===== config.mk =====
export PLATFORM = sky130hd
export DESIGN_NAME = multdiv_unit
export DESIGN_NICKNAME = d
export VERILOG_FILES = /design/src/rtl/multdiv_unit.sv
export SDC_FILE = /design/constraint.sdc
export NUM_CORES = 1
export LEC_CHECK = 0
export ABC_AREA = 1
export CAP_MARGIN = 20
export CORE_MARGIN = 5
export CORE_UTILIZATION = 62
export DETAILED_ROUTE_END_ITERATION = 12
export GPL_TIMING_DRIVEN = 0
export PLACE_DENSITY = 0.83
export SYNTH_ARGS = -nofsm -noshare
export SYNTH_HDL_FRONTEND = slang
export SYNTH_SLANG_ARGS = --single-unit

===== constraint.sdc =====
create_clock -name clock -period 4.9 [get_ports clock]
set_input_delay 0.49 -clock clock [delete_from_list [all_inputs] [get_ports clock]]
set_output_delay 0.49 -clock clock [all_outputs]
set_load 0.02 [all_outputs]

===== src/rtl/multdiv_unit.sv =====
// Iterative signed multiply/divide for the execute stage: radix-2 shift-add multiply and
// restoring magnitude divide, WIDTH iterations each, result registered on entry to DONE.
module multdiv_unit #(
  parameter int WIDTH = 32
) (
  input  logic             clock,
  input  logic             reset,
  input  logic             ctrlMult,
  input  logic             ctrlDiv,
  input  logic [WIDTH-1:0] operandA,
  input  logic [WIDTH-1:0] operandB,
  input  logic [4:0]       rdIn,
  output logic [WIDTH-1:0] result,
  output logic             exception,
  output logic             resultRDY,
  output logic [4:0]       rdOut,
  output logic             activeMultOrDiv
);
  localparam int CW = (WIDTH > 1) ? $clog2(WIDTH) : 1;

  typedef enum logic [1:0] {IDLE, MULT, DIV, DONE} state_e;

  state_e             state_q, state_d;
  logic [CW-1:0]      cnt_q, cnt_d;
  logic [2*WIDTH-1:0] p_q, p_d;      // mult: {partial sum, multiplier}; div: {remainder, quotient}
  logic [WIDTH-1:0]   bmag_q, bmag_d;
  logic               neg_q, neg_d, dz_q, dz_d, dovf_q, dovf_d;
  logic [4:0]         rd_q, rd_d;
  logic [WIDTH-1:0]   res_q, res_d;
  logic               exc_q, exc_d;
  logic [4:0]         rdo_q, rdo_d;

  logic [WIDTH-1:0]   a_mag, b_mag;
  logic [WIDTH:0]     add_sum, shl, diff;
  logic [2*WIDTH-1:0] mult_nxt, div_nxt, prod_s;
  logic [WIDTH-1:0]   quo_s;
  logic               last;

  assign a_mag = operandA[WIDTH-1] ? -operandA : operandA;
  assign b_mag = operandB[WIDTH-1] ? -operandB : operandB;
  assign last  = (cnt_q == CW'(WIDTH-1));

  assign add_sum  = {1'b0, p_q[2*WIDTH-1:WIDTH]} + (p_q[0] ? {1'b0, bmag_q} : '0);
  assign mult_nxt = {add_sum, p_q[WIDTH-1:1]};

  assign shl     = {p_q[2*WIDTH-1:WIDTH], p_q[WIDTH-1]};
  assign diff    = shl - {1'b0, bmag_q};
  assign div_nxt = diff[WIDTH] ? {shl[WIDTH-1:0], p_q[WIDTH-2:0], 1'b0}
                               : {diff[WIDTH-1:0], p_q[WIDTH-2:0], 1'b1};

  assign prod_s = neg_q ? -mult_nxt : mult_nxt;
  assign quo_s  = neg_q ? -div_nxt[WIDTH-1:0] : div_nxt[WIDTH-1:0];

  always_comb begin
    state_d = state_q;
    cnt_d   = cnt_q;
    p_d     = p_q;
    bmag_d  = bmag_q;
    neg_d   = neg_q;
    dz_d    = dz_q;
    dovf_d  = dovf_q;
    rd_d    = rd_q;
    res_d   = res_q;
    exc_d   = exc_q;
    rdo_d   = rdo_q;
    case (state_q)
      IDLE, DONE: begin
        state_d = IDLE;
        if (ctrlMult || ctrlDiv) begin
          // Multiply takes priority when both pulses arrive together.
          state_d = ctrlMult ? MULT : DIV;
          cnt_d   = '0;
          rd_d    = rdIn;
          neg_d   = operandA[WIDTH-1] ^ operandB[WIDTH-1];
          dz_d    = (operandB == '0);
          dovf_d  = (operandA == {1'b1, {(WIDTH-1){1'b0}}}) && (operandB == '1);
          p_d     = {{WIDTH{1'b0}}, (ctrlMult ? b_mag : a_mag)};
          bmag_d  = ctrlMult ? a_mag : b_mag;
        end
      end
      MULT: begin
        p_d   = mult_nxt;
        cnt_d = cnt_q + 1'b1;
        if (last) begin
          state_d = DONE;
          cnt_d   = '0;
          res_d   = prod_s[WIDTH-1:0];
          exc_d   = (prod_s[2*WIDTH-1:WIDTH] != {WIDTH{prod_s[WIDTH-1]}});
          rdo_d   = rd_q;
        end
      end
      DIV: begin
        p_d   = div_nxt;
        cnt_d = cnt_q + 1'b1;
        if (last) begin
          state_d = DONE;
          cnt_d   = '0;
          res_d   = dz_q ? '0 : quo_s;
          exc_d   = dz_q | dovf_q;
          rdo_d   = rd_q;
        end
      end
      default: state_d = IDLE;
    endcase
  end

  always_ff @(posedge clock or posedge reset) begin
    if (reset) begin
      state_q <= IDLE;
      cnt_q   <= '0;
      p_q     <= '0;
      bmag_q  <= '0;
      neg_q   <= 1'b0;
      dz_q    <= 1'b0;
      dovf_q  <= 1'b0;
      rd_q    <= '0;
      res_q   <= '0;
      exc_q   <= 1'b0;
      rdo_q   <= '0;
    end else begin
      state_q <= state_d;
      cnt_q   <= cnt_d;
      p_q     <= p_d;
      bmag_q  <= bmag_d;
      neg_q   <= neg_d;
      dz_q    <= dz_d;
      dovf_q  <= dovf_d;
      rd_q    <= rd_d;
      res_q   <= res_d;
      exc_q   <= exc_d;
      rdo_q   <= rdo_d;
    end
  end

  assign result          = res_q;
  assign exception       = exc_q;
  assign rdOut           = rdo_q;
  assign resultRDY       = (state_q == DONE);
  assign activeMultOrDiv = (state_q == MULT) || (state_q == DIV);
endmodule


==> run summary, run 1 <==
post_cts resized: 0
total CTS buffers: 17
clk_lat worst skew: 430 ps
core footprint: 26700 um2
CP endpoint kind: flop
first-pass GRT wire length: 106 mm
drt first pass iters: 8
initial antenna violation count: 2
outcome: complete, no violations
Hold WC Path Type: reg2reg
crit start category: flop
flop-to-flop setup slack: 270 ps
final clock skew: 13.6 ps
XOR/XNOR share of the synthesized area: 0.0410
Synth warnings: 0
Worst-path clk slew: 70 ps
crit path DAT: 4990 ps
met1 usage: 0.564
Post-Syn Instances: 2785
worst setup margin: 268 ps
wire length per cell: 21.1 um
vias in the first global route: 19100
largest net degree at the start of global routing: 88
number of synthesized flops with an enable pin: 0
htree depth: 4
GR Util met3: 0.118
area grow syn2layout: 13.0%
ys flop type: dfrtp_1
GRT Total Usage: 0.443
Final nets: 3065
Final Setup Violations: 0
final setup TNS: 0 ps
Worst slew margin: 0.351
die area: 30200 um2
post-synthesis mux area share: 0
number of cell rows: 60
gr busiest metal: met2
VDD IR max: 347 uV
Hold Vio Cnt, Final: 0
Seq/Total Area, Yosys: 0.224
Post CTS Setup Buffer Count: 0
hpwl dp: 56.0 mm
root buf cell: clkbuf_16
Mapped Nets: 2934
gpl congestion: 1.16
minimum clock period: 4630 ps
# hold bufs at CTS: 0
Setup WS pre-CTS: 280 ps
Syn Area/Cell: 5.98 um2
Initial Util: 0.623
grt met2 use: 0.656
post-route ant nets: 0
Final period util: 0.945
library cells used by synthesis: 52
CP Max Fanout: 10
TritonCTS Sinks: 149
CTS max path bufs: 2
largest family of logic cells by synthesized area: simple AND/OR/NAND/NOR gates
share of cells above drive strength 1: 0.0434
DR iter-0 viols: 3294
routed wire length: 69.1 mm
gr ovfl total: 0
post-synthesis compound-gate area fraction: 0.191
die span in y: 174 um
RSZ-0062 raised after global routing: false
post-synthesis simple-gate area fraction: 0.373
Pwr per Cell Area: 743 nW/um2
CP required: 5250 ps
worst hold slack: 490 ps
Worst Tran Pin Value: 970 ps
adder-cell share of the synthesized area: 0.0580
max_cap viols: 0
WS Path Type: reg2reg
routed vias: 20800
port bufs: 110
DR vias/cell: 6.35
#FFs+latches synth: 149
Highest Clock Rate: 216 MHz
Async S/R FF share, synth: 1.00
max-slew violation count: 0
DRC: 0
CTS tree: built
Mapped Area: 16700 um2
Die Wd: 174 um
# IOs: 113
Lkg Pwr: 9.60 nW
layer usage:
metal,vias up,share of wire
li1,9474,-
met1,9321,0.37
met2,1600,0.41
met3,368,0.13
met4,6,0.089
met5,-,0.0012
kinds of logic after synthesis:
family	after synthesis
buf+inv	497
fa+ha+maj	76
compound gates	534
xor+xnor	78
flops	149
simple gates	1451
layout make-up:
type | count | area [um2]
multi-input combinational | 2139 | 11000
fill | 2429 | 7900
sequential | 149 | 3730
inverter | 397 | 1500
timing repair buffer | 112 | 1140
clock buffer | 19 | 433
tap | 341 | 427
buffer | 100 | 398
clock inverter | 13 | 159
antenna | 1 | 2.50
power by group:
group	internal, mW	switching [mW]
clock	0.799	0.573
combinational	3.02	7.42
sequential	1.67	0.496
total	5.49	8.49
synthesized netlist by cell type (10+ instances only):
cell type,count,area share
o21ai_0,180,0.054
or2_2,12,0.0045
xor2_1,62,0.033
o22ai_1,68,0.026
a31oi_1,31,0.012
o211ai_1,34,0.015
xnor2_1,16,0.0084
inv_2,12,0.0027
nor2_2,14,0.0053
a22o_1,12,0.0063
nand3b_1,17,0.0077
a21oi_1,131,0.039
o221ai_1,18,0.0095
a32o_1,10,0.0060
nor3_1,31,0.0093
nand2_2,24,0.0090
dfrtp_1,149,0.22
nand3_1,215,0.065
inv_1,380,0.086
nor2_1,306,0.069
nand4_1,41,0.015
clkbuf_1,79,0.018
nand2_1,753,0.17
ha_1,74,0.056
nor4_1,16,0.0060
buf_1,11,0.0025
flip-flops by register name (all words and copies together) (netlist names), 2 cells and up:
signal	flops
cnt_q	5
rd_q	5
rdOut	5
state_q	2
result	32
p_q	64
bmag_q	32
layout by cell type (no fill, tap or decap), types with 5 or more instances in the layout:
master           netlist  final
nand4_1               41     41
inv_1                380    379
o21ai_1                6      7
inv_2                 12     12
nand2_1              753    753
or2_2                 12     12
nor4_1                16     16
clkdlybuf4s50_1        0    110
clkinvlp_4             0      6
clkbuf_16              0     17
o221ai_1              18     18
a31oi_1               31     31
a32o_1                10     10
o2111ai_1              9      9
buf_2                  8      8
nor2_1               306    305
nor3_2                 8      8
o22ai_1               68     68
nand3_2                8      8
o211ai_1              34     34
a22o_1                12     12
ha_1                  74     74
dfrtp_1              149    149
nor2_2                14     15
o21ai_0              180    179
xor2_1                62     62
a21oi_1              131    131
xnor2_1               16     16
buf_1                 11     11
nand3_1              215    215
o21bai_1               7      7
clkinv_1               5      5
a21o_1                 8      8
nand3b_1              17     17
nor3_1                31     31
clkbuf_1              79     80
nand2_2               24     24
path summary, 6_finish.rpt:
check	start	to	cells after the start
max reg2reg	p_q[31]	result[12]	21
min in group asynchronous	reset	bmag_q[27]	2
min reg2reg	result[30]	result[30]	2
min	result[30]	result[30]	2
max in group asynchronous	reset	result[26]	3
max	p_q[31]	result[12]	21
stage by stage:
stage	instances	util	power [mW]	area [um2]
floorplan	2785	-	8.93	16700
global placement	3236	0.680	11.7	18200
detailed placement	3238	0.682	12.0	18200
CTS	3270	0.704	13.4	18800
global route	3270	0.704	14.9	18800
finish	3271	0.704	14.0	18800
worst max-delay path: stages, from the launching register on:
cell and delay (ps):
dfrtp_1 440, inv_1 160, ha_1 190, inv_1 60, fa_1 380, nand2_1 110, o21ai_2 80, nand2_1 90
nand2_1 110, a21o_1 240, nand2_1 80, nand2_1 110, nand4_1 140, nand3_1 110, nand2_2 160, inv_2 160
buf_2 270, ha_1 230, nor2_2 460, clkbuf_1 550, o2111ai_1 230, a21oi_1 180
(Power assumes the default switching activity.)
==> run 2: changes to the inputs <==
Settings changed: CORE_UTILIZATION 62 to 55, PLACE_DENSITY 0.83 to 0.75.
==> run 2 against run 1 <==
Net effect: hold slack got worse by 5.0 ps; clock power fell by 5%; cell area barely moved; worst setup slack got worse by 120 ps; flip-flop and latch count did not move; utilization fell by 7.2 points; combinational power barely moved; count of clock-buffer cells in the layout fell by 2; via count fell by 1.1%; sequential power rose by 6%; clock skew rose by 3.9 ps; largest cell class unchanged.
==> run summary, run 2 (synthesized netlist as in run 1, its figures left out) <==
share of cells above drive strength 1: 0.0440 (+0.000683)
TritonCTS Sinks: 149 (unchanged)
WS Path Type: reg2reg
max_cap viols: 0 (unchanged)
DR iter-0 viols: 2729 (-17%)
fillers: 2850 (+17%)
Pwr Total: 13.9 mW (-0.57%)
Hold WC Path Type: reg2reg
gpl congestion: 1.11 (-4.4%)
outcome: complete, no violations
CTS tree: built
core footprint: 29800 um2 (+11%)
vias in the first global route: 19000 (-0.50%)
final clock skew: 17.5 ps (+3.89 ps)
critical path's largest stage delay: 510 ps (-40 ps)
crit start category: flop
most frequent cells in the layout: nand2_1, inv_1, nor2_1, nand3_1, o21ai_0
Diodes inserted: 0 (-1)
first-pass GRT wire length: 108 mm (+1.8%)
CP required: 5200 ps (-50 ps)
DRC: 0 (unchanged)
dpl cells: 3287 (+1.5%)
crit path cell chain: inv_1 -> ha_1 -> inv_1 -> fa_1 -> nand2_1 -> o21ai_2 -> nand2_1 -> nand2_1 -> a21o_1 -> nand2_1 -> nand2_1 -> nand4_1 -> nand2_1 -> nand2_1 -> nand2_2 -> inv_2 -> buf_2 -> ha_1 -> nor2_4 -> inv_1 -> clkbuf_1 -> o21ai_0 -> a32oi_1 -> o21ai_0
post-route ant nets: 0 (unchanged)
largest net degree at the start of global routing: 94 (+6.8%)
Lkg Pwr: 9.60 nW (about the same)
Initial Util: 0.559 (-0.0642)
post-route insts no fill: 3319 (+1.5%)
Worst Tran Pin Value: 997 ps (+27.0 ps)
die area: 33900 um2 (+12%)
placed cell areas: 18300 um2 (+0.32%)
Largest register FFs: 64 (unchanged)
minimum clock period: 4750 ps (+120 ps)
Final Setup Violations: 0 (unchanged)
die span in y: 184 um (+5.8%)
total CTS buffers: 17 (unchanged)
port bufs: 110 (unchanged)
CP dominant cell by count: nand2_1
max-slew violation count: 0 (unchanged)
final core utilization: 0.632 (-0.0721)
CP Max Fanout: 10 (unchanged)
area grow syn2layout: 13.1% (about the same)
VDD IR max: 383 uV (+10%)
crit path DAT: 5050 ps (+60 ps)
Top delay family on crit path: buffers and inverters
# hold bufs at CTS: 0 (unchanged)
gr ovfl total: 0 (unchanged)
Highest Clock Rate: 210 MHz (-2.5%)
number of cell rows: 63 (+5.0%)
Worst-path clk slew: 70 ps (about the same)
CP bufs+invs: 6 (+1)
Biggest register: p_q
area of the multi-input gates: 11000 um2 (about the same)
Max stage delay cell, worst path: clkbuf_1
register area: 3730 um2 (unchanged)
DR vias/cell: 6.19 (-2.5%)
wire length per cell: 21.5 um (+1.6%)
Hold Vio Cnt, Final: 0 (unchanged)
flop-to-flop setup slack: 150 ps (-120 ps)
Final period util: 0.970 (+0.0245)
routed wire length: 71.2 mm (+3.1%)
RSZ-0062 raised after global routing: false
final setup TNS: 0 ps (unchanged)
hpwl dp: 58.3 mm (+4.2%)
GRT Total Usage: 0.412 (-0.0316)
most common cell after layout, fill and taps aside: nand2_1
CP endpoint kind: flop
root buf cell: clkbuf_16
Die Wd: 184 um (+5.8%)
Pwr per Cell Area: 738 nW/um2 (-0.64%)
# IOs: 113 (unchanged)
post-route cell area: 18800 um2 (about the same)
Post CTS Setup Buffer Count: 0 (unchanged)
routed vias: 20500 (-1.1%)
CTS max path bufs: 2 (unchanged)
initial antenna violation count: 2 (unchanged)
drt first pass iters: 7 (-1)
Worst slew margin: 0.335 (-0.0156)
post_cts resized: 0 (unchanged)
clk_lat worst skew: 460 ps (+30 ps)
htree depth: 4 (unchanged)
Final nets: 3065 (unchanged)
==> run 2: report_power, final <==
group,leakage (nW),switching (mW),internal (mW),total (mW)
clock network,0.271,0.639,0.660,1.30
registers,1.95,0.638,1.67,2.31
logic,7.38,7.27,3.03,10.3
total,9.60,8.54,5.36,13.9
==> run 2: layout make-up <==
type	count	share of cell area
Buffer	100	0.0211
Multi-Input combinational cell	2139	0.586
Sequential cell	149	0.198
Tap cell	390	0.0259
Timing Repair Buffer	112	0.0603
Clock inverter	15	0.00644
Clock buffer	17	0.0226
Inverter	397	0.0794
==> run 2: worst paths after layout <==
kind | start | cells after the start | endpoint
hold reg to reg | result[20] | 2 | result[20]
max in group asynchronous | reset | 3 | result[14]
setup / recovery | p_q[31] | 24 | result[30]
setup reg to reg | p_q[31] | 24 | result[30]
hold / removal | result[20] | 2 | result[20]
min in group asynchronous | reset | 2 | bmag_q[29]
==> run 2: metal layers <==
layer  track usage  vias up  routed length [um]
met5             0        -                   7
met4         0.194        2                3880
met3         0.125      225                9670
met2         0.614     1428               29700
met1         0.547     9424               27900
li1              -     9460                   -
==> run 2: metrics by stage <==
stage / setup WS [ps] / hold slack, ps
floorplan: 402 / 458
global placement: -1760 / 465
detailed placement: 137 / 470
CTS: 58.0 / 489
global route: 22.1 / 523
finish: 148 / 485
==> run 2: worst reg2reg max path, cell delays in order, from the launching register on <==
cell	delay, ps
dfrtp_1	470
inv_1	180
ha_1	190
inv_1	50
fa_1	400
nand2_1	130
o21ai_2	80
nand2_1	90
nand2_1	90
a21o_1	240
nand2_1	90
nand2_1	110
nand4_1	160
nand2_1	70
nand2_1	90
nand2_2	100
inv_2	210
buf_2	310
ha_1	250
nor2_4	100
inv_1	110
clkbuf_1	510
o21ai_0	220
a32oi_1	250
o21ai_0	100
